[config.mk]
export PLATFORM = sky130hd
export DESIGN_NAME = pipe_ctrl
export DESIGN_NICKNAME = d
export VERILOG_FILES = /design/src/rtl/pipe_ctrl_pkg.sv /design/src/rtl/pipe_div_timer.sv /design/src/rtl/pipe_ctrl.sv
export SDC_FILE = /design/constraint.sdc
export NUM_CORES = 1
export LEC_CHECK = 0
export ABC_CLOCK_PERIOD_IN_PS = 2100
export BUFFER_PORTS_ARGS = -buffer_cell sky130_fd_sc_hd__buf_4
export CAP_MARGIN = 20
export CORE_ASPECT_RATIO = 1.5
export CORE_UTILIZATION = 42
export CTS_CLUSTER_SIZE = 20
export DETAILED_ROUTE_END_ITERATION = 8
export GPL_TIMING_DRIVEN = 0
export PLACE_DENSITY = 0.75
export SYNTH_ARGS = -nofsm -noshare
export SYNTH_HDL_FRONTEND = slang
export SYNTH_SLANG_ARGS = --single-unit
export TNS_END_PERCENT = 30
[constraint.sdc]
create_clock -name clk -period 2.1 [get_ports clk]
set_input_delay 0.21 -clock clk [delete_from_list [all_inputs] [get_ports clk]]
set_output_delay 0.21 -clock clk [all_outputs]
set_load 0.02 [all_outputs]
[src/rtl/pipe_ctrl_pkg.sv]
// pipe_ctrl_pkg -- shared definitions for the pipeline hazard controller.
//   DIV_CYCLES_DEFAULT : default total divider latency in cycles
//   CNT_W              : width of the divider down-counter
//   state_e            : divider / flush-recovery FSM encoding
//   seg_ctrl_t         : bundle of all segment stall/refresh/divider outputs
package pipe_ctrl_pkg;

  localparam int unsigned DIV_CYCLES_DEFAULT = 33;
  localparam int unsigned CNT_W              = 6;

  typedef enum logic [1:0] {
    ST_IDLE       = 2'd0,
    ST_DIV        = 2'd1,
    ST_DONE       = 2'd2,
    ST_FLUSH_WAIT = 2'd3
  } state_e;

  typedef struct packed {
    logic pc_stall;
    logic if_id_stall;
    logic id_ex_stall;
    logic ex_mem_stall;
    logic mem_wb_stall;
    logic if_id_refresh;
    logic id_ex_refresh;
    logic ex_mem_refresh;
    logic mem_wb_refresh;
    logic div_busy;
    logic div_cancel;
  } seg_ctrl_t;

endpackage : pipe_ctrl_pkg

[src/rtl/pipe_div_timer.sv]
// pipe_div_timer -- divider latency down-counter.
//   clk, resetn : clock, asynchronous active-low reset
//   clr_i       : force the count to zero (flush)
//   load_i      : load DIV_CYCLES-1 (divide starts)
//   dec_i       : count down by one (divide in progress)
//   cnt_gt1_o   : count is above one (divider still stalling)
//   cnt_is1_o   : terminal cycle of the divide
module pipe_div_timer
  import pipe_ctrl_pkg::*;
#(
  parameter int unsigned DIV_CYCLES = DIV_CYCLES_DEFAULT
) (
  input  logic clk,
  input  logic resetn,
  input  logic clr_i,
  input  logic load_i,
  input  logic dec_i,
  output logic cnt_gt1_o,
  output logic cnt_is1_o
);

  localparam logic [CNT_W-1:0] LOAD_VAL = CNT_W'(DIV_CYCLES - 1);

  logic [CNT_W-1:0] cnt_q, cnt_d;

  // Clear wins over load so a flush in the start cycle leaves nothing behind.
  // Decrement is held at zero so a stray dec can never wrap the counter.
  always_comb begin
    // NOTE: default assignment first, so every path drives cnt_d and no latch is inferred.
    cnt_d = cnt_q;
    if (clr_i) begin
      cnt_d = '0;
    end else if (load_i) begin
      cnt_d = LOAD_VAL;
    end else if (dec_i && (cnt_q != '0)) begin
      cnt_d = cnt_q - 1'b1;
    end
  end

  always_ff @(posedge clk or negedge resetn) begin
    if (!resetn) begin
      cnt_q <= '0;
    end else begin
      // NOTE: non-blocking for all sequential state, so every flop samples pre-edge values.
      cnt_q <= cnt_d;
    end
  end

  assign cnt_gt1_o = (cnt_q > CNT_W'(1));
  assign cnt_is1_o = (cnt_q == CNT_W'(1));

endmodule : pipe_div_timer

[src/rtl/pipe_ctrl.sv]
// pipe_ctrl -- five-segment pipeline stall/refresh controller.
//   Inputs : ID source regs + read enables, EX producer info (load/cp0 read,
//            regwen, wreg), divide start, fetch/data wait, exception flush.
//   Outputs: per-segment stall (hold) and refresh (bubble) controls,
//            div_busy (FSM in DIV) and div_cancel (one-cycle divider abort).
// Exactly one hazard cause drives the segment controls each cycle, in the
// order flush > data wait > divide > fetch wait/flush recovery > load-use.
module pipe_ctrl
  import pipe_ctrl_pkg::*;
#(
  parameter int unsigned DIV_CYCLES = DIV_CYCLES_DEFAULT
) (
  input  logic       clk,
  input  logic       resetn,
  input  logic [4:0] id_rs,
  input  logic [4:0] id_rt,
  input  logic       id_rs_ren,
  input  logic       id_rt_ren,
  input  logic       ex_load,
  input  logic       ex_cp0ren,
  input  logic       ex_regwen,
  input  logic [4:0] ex_wreg,
  input  logic       ex_div_start,
  input  logic       inst_wait,
  input  logic       data_wait,
  input  logic       exc_flush,
  output logic       pc_stall,
  output logic       if_id_stall,
  output logic       id_ex_stall,
  output logic       ex_mem_stall,
  output logic       mem_wb_stall,
  output logic       if_id_refresh,
  output logic       id_ex_refresh,
  output logic       ex_mem_refresh,
  output logic       mem_wb_refresh,
  output logic       div_busy,
  output logic       div_cancel
);

  state_e    state_q;
  seg_ctrl_t ctrl_c;
  seg_ctrl_t ctrl_o;
  logic      load_use;
  logic      div_stall;
  logic      div_load;
  logic      div_dec;
  logic      cnt_gt1;
  logic      cnt_is1;

  // A value still being loaded (memory or CP0) cannot be forwarded to ID.
  assign load_use = (ex_load | ex_cp0ren) & ex_regwen & (ex_wreg != 5'd0) &
                    ((id_rs_ren & (id_rs == ex_wreg)) |
                     (id_rt_ren & (id_rt == ex_wreg)));

  // The start cycle already stalls, so the stall runs DIV_CYCLES-1 cycles and
  // releases on the cnt==1 cycle, when the quotient becomes available.
  always_comb begin
    div_stall = 1'b0;
    unique case (state_q)
      ST_IDLE: div_stall = ex_div_start & ~exc_flush;
      ST_DIV:  div_stall = cnt_gt1;
      default: div_stall = 1'b0;
    endcase
  end

  assign div_load = (state_q == ST_IDLE) & ex_div_start & ~exc_flush;
  assign div_dec  = (state_q == ST_DIV)  & ~exc_flush;

  pipe_div_timer #(
    .DIV_CYCLES (DIV_CYCLES)
  ) u_div_timer (
    .clk       (clk),
    .resetn    (resetn),
    .clr_i     (exc_flush),
    .load_i    (div_load),
    .dec_i     (div_dec),
    .cnt_gt1_o (cnt_gt1),
    .cnt_is1_o (cnt_is1)
  );

  // Single-cause priority encoder: each branch touches a disjoint stall/refresh
  // pair per segment, so no segment is ever held and bubbled at once.
  always_comb begin
    ctrl_c          = '0;
    ctrl_c.div_busy = (state_q == ST_DIV);
    if (exc_flush) begin
      ctrl_c.if_id_refresh  = 1'b1;
      ctrl_c.id_ex_refresh  = 1'b1;
      ctrl_c.ex_mem_refresh = 1'b1;
      ctrl_c.mem_wb_refresh = 1'b1;
      ctrl_c.div_cancel     = (state_q == ST_DIV) | (state_q == ST_DONE);
    end else if (data_wait) begin
      ctrl_c.pc_stall       = 1'b1;
      ctrl_c.if_id_stall    = 1'b1;
      ctrl_c.id_ex_stall    = 1'b1;
      ctrl_c.ex_mem_stall   = 1'b1;
      ctrl_c.mem_wb_refresh = 1'b1;
    end else if (div_stall) begin
      ctrl_c.pc_stall       = 1'b1;
      ctrl_c.if_id_stall    = 1'b1;
      ctrl_c.id_ex_stall    = 1'b1;
      ctrl_c.ex_mem_refresh = 1'b1;
    end else if (inst_wait || (state_q == ST_FLUSH_WAIT)) begin
      // In FLUSH_WAIT the returning fetch belongs to the squashed path.
      ctrl_c.pc_stall       = 1'b1;
      ctrl_c.if_id_refresh  = 1'b1;
    end else if (load_use) begin
      ctrl_c.pc_stall       = 1'b1;
      ctrl_c.if_id_stall    = 1'b1;
      ctrl_c.id_ex_refresh  = 1'b1;
    end
  end

  // NOTE: outputs are gated by resetn, because several causes come straight
  // from inputs and resetting the state alone would not silence them.
  assign ctrl_o = resetn ? ctrl_c : '0;

  assign pc_stall       = ctrl_o.pc_stall;
  assign if_id_stall    = ctrl_o.if_id_stall;
  assign id_ex_stall    = ctrl_o.id_ex_stall;
  assign ex_mem_stall   = ctrl_o.ex_mem_stall;
  assign mem_wb_stall   = ctrl_o.mem_wb_stall;
  assign if_id_refresh  = ctrl_o.if_id_refresh;
  assign id_ex_refresh  = ctrl_o.id_ex_refresh;
  assign ex_mem_refresh = ctrl_o.ex_mem_refresh;
  assign mem_wb_refresh = ctrl_o.mem_wb_refresh;
  assign div_busy       = ctrl_o.div_busy;
  assign div_cancel     = ctrl_o.div_cancel;

  // DIV runs to its terminal count no matter what else stalls; DONE parks a
  // finished divide until ID/EX can advance so it is not restarted.
  always_ff @(posedge clk or negedge resetn) begin
    if (!resetn) begin
      state_q <= ST_IDLE;
    end else if (exc_flush) begin
      state_q <= inst_wait ? ST_FLUSH_WAIT : ST_IDLE;
    end else begin
      unique case (state_q)
        ST_IDLE: begin
          if (ex_div_start) state_q <= ST_DIV;
        end
        ST_DIV: begin
          if (cnt_is1) state_q <= ctrl_c.id_ex_stall ? ST_DONE : ST_IDLE;
        end
        ST_DONE: begin
          if (!ctrl_c.id_ex_stall) state_q <= ST_IDLE;
        end
        ST_FLUSH_WAIT: begin
          if (!inst_wait) state_q <= ST_IDLE;
        end
        default: state_q <= ST_IDLE;
      endcase
    end
  end

endmodule : pipe_ctrl

==> reports/qor.csv <==
metric,value,unit
Final Cell Area,0.00126,mm2
clock buffer count from CTS,3,
WP data required,1.89,ns
sequential cell area fraction in the yosys report,23.4,%
power density over the cells,803,mW/mm2
CTS tree,done,
slack of the critical path,-0.0363,ns
max incr delay on CP,0.49,ns
Buf/Inv on CP,1,
CP top delay family,compound AO/OA/AOI/OAI gates,
GRT Util Overall,22.1,%
Yosys top cell area share,23.4,%
DRT iter0 DRCs,15,
Syn Inst Count,104,
gpl congestion,0.929,
Post-synth EDFFs,0,
status,"complete, but fails checks",
"Hold Vio Cnt, Final",0,
clk buf depth,2,
top post-synthesis cells by area,"dfrtp_1, xor2_1, ha_1",
Finish-stage setup viols,4,
Filler cells,165,
Pre-Repair DR Iteration Count,2,
gr ovfl total,0,
"FF+latch count, synth",8,
Mapped Nets,136,
Crit. path cell count,5,
HPWL after DPL,1760,um
Final #Nets,182,
Clock Sinks,8,
vias in the first global route,874,
H-tree depth,1,
Non-Filler Instances,169,
reg2reg path depth,5,
post-route ant nets,0,
antenna violations before repair,0,
Clock Skews,0.000773,ns
Reg area,200,um2
unrepaired setup endpoints after global routing,yes,
footprint of the multi-input gates,656,um2
Hold WC Path Type,in -> reg,
clk_lat worst skew,0.25,ns
fraction of registers with async set/reset,100,%
maxcap violations,0,
fraction of layout cells with a size suffix above 1,37.2,%
first-pass GRT wire length,3580,um
Layout area overhead,47.4,%
I/O pins,37,
post-layout min period,2.14,ns
core area,0.00188,mm2
post-route clock period utilization,102,%
Post-synth top cells,"nor2_1, xor2_1, dfrtp_1",
Vias per Instance,5.46,
die span in y,57.3,um
PortBufs,35,
ys flop type,dfrtp_1,
post-synth top area cell,dfrtp_1,
Critical Path Fanout Max,4,
"critical path, cell by cell","o41a_1, nor4_4, nor2b_2, o21a_1, buf_6",
total wire length,2270,um
mapped cell area,856,um2
Syn. warnings,0,
Mapped Avg Cell Area,8.23,um2
placed instance count,160,
routed vias,922,
pin count of the biggest net entering global routing,11,
clock root buffer,clkbuf_4,
die area,0.00223,mm2
initial core utilization,45.6,%
Setup crit end kind,output pin,
DIE WIDTH,38.9,um
failing checks,negative setup slack,
row count,19,
crit path launch type,flop,
Hold Crit Depth,3,
CP max-delay cell,o41a_1,
fmax,0.468,GHz
DRC viols,0,
peak supply drop,0.000509,V
Placed Area,0.00115,mm2
"Clk pin slew, worst setup/hold paths",0.05,ns
Synth cell types,41,
crit path DAT,1.93,ns
WS Path Type,reg -> out,
Static Leak,0.588,nW
drt wl/cell,13.4,um
Diodes inserted,0,
max-slew violations,0,
[report_power, final]
part	total, mW	internal (mW)	switching, mW	leakage, nW
registers	0.234	0.196	0.0381	0.107
clock network	0.115	0.0653	0.0502	0.0138
logic	0.663	0.325	0.339	0.467
[worst reg2reg max path: cells and delay by family (launching register included)]
family	cells	cell delay, ns
flops	1	0.39
buf+inv	1	0.17
compound gates	3	0.95
simple gates	1	0.36
[kinds of logic after synthesis]
logic type               after synthesis  synth area share (%)
adder cells (fa/ha/maj)                6                  8.77
buffers and inverters                  9                  4.39
XOR/XNOR                              14                  14.3
AO/OA/AOI/OAI                         23                  20.6
other                                  1                 0.438
flip-flops                             8                  23.4
AND/OR/NAND/NOR                       42                  26.9
multiplexers                           1                  1.17
[through the flow]
step                worst slack, ns  power [mW]  hold WS, ns  util (%)  setup TNS [ns]
finish                      -0.0363        1.01        0.202      67.2         -0.0776
global placement             -0.112       0.781       0.0372      61.3          -0.264
global route                 -0.113        1.09        0.252      67.2          -0.443
detailed placement           -0.155       0.797       0.0388      61.3          -0.457
CTS                         -0.0482       0.985        0.199      66.2          -0.173
floorplan                     0.123       0.630      -0.0856         -               0
[per-layer routing]
| layer | track usage (%) | up-vias | wire, um |
|---|---|---|---|
| met5 | 0 | - | 0 |
| met4 | 10.3 | 0 | 38 |
| met3 | 1.95 | 4 | 86 |
| met2 | 40.7 | 30 | 1220 |
| met1 | 23.4 | 426 | 927 |
| li1 | - | 462 | - |
[timing repair]
| item | CTS | global route |
|---|---|---|
| hold buffers | 1 | 0 |
| gates resized for setup | 5 | 6 |
| setup buffers | 5 | 1 |
| endpoints found under the setup margin | 8 | 8 |
| pin swaps | 2 | 2 |
| hold endpoints to repair | 8 | 0 |
[layout make-up]
cell class / count / share of cell area (%)
buffer: 3 / 1.29
clock buffer: 3 / 1.79
inverter: 5 / 1.49
multi-input combinational: 87 / 52.0
sequential: 8 / 15.9
tap: 21 / 2.08
timing repair buffer: 42 / 25.5
[flip-flops by register name, summed over array words and instances (netlist names)]
signal / count
u_div_timer.cnt_q: 6
state_q: 2
[cells in the final DEF, fill, tap and decap left out, types with 3 or more instances in the layout]
master / n
buf_4: 41
xor2_1: 11
nor2_1: 11
dfrtp_1: 8
inv_1: 5
nand2b_1: 4
nor2b_1: 4
a21oi_1: 4
o21a_1: 4
nand2_1: 4
xnor2_1: 3
nor3_1: 3
ha_2: 3
ha_1: 3
clkbuf_4: 3
[final timing paths]
| path | to | slack (ns) | startpoint |
|---|---|---|---|
| worst max-delay path | if_id_refresh | -0.04 | u_div_timer.cnt_q[5] |
| worst min-delay path | state_q[0] | 0.20 | inst_wait |
| worst max register to register | state_q[1] | 0.12 | u_div_timer.cnt_q[5] |
| worst min register to register | u_div_timer.cnt_q[3] | 0.59 | u_div_timer.cnt_q[3] |
| max in group asynchronous | u_div_timer.cnt_q[4] | 1.64 | resetn |
| min in group asynchronous | u_div_timer.cnt_q[5] | 0.33 | resetn |
No activity file was read; power rests on OpenSTA's default activity.
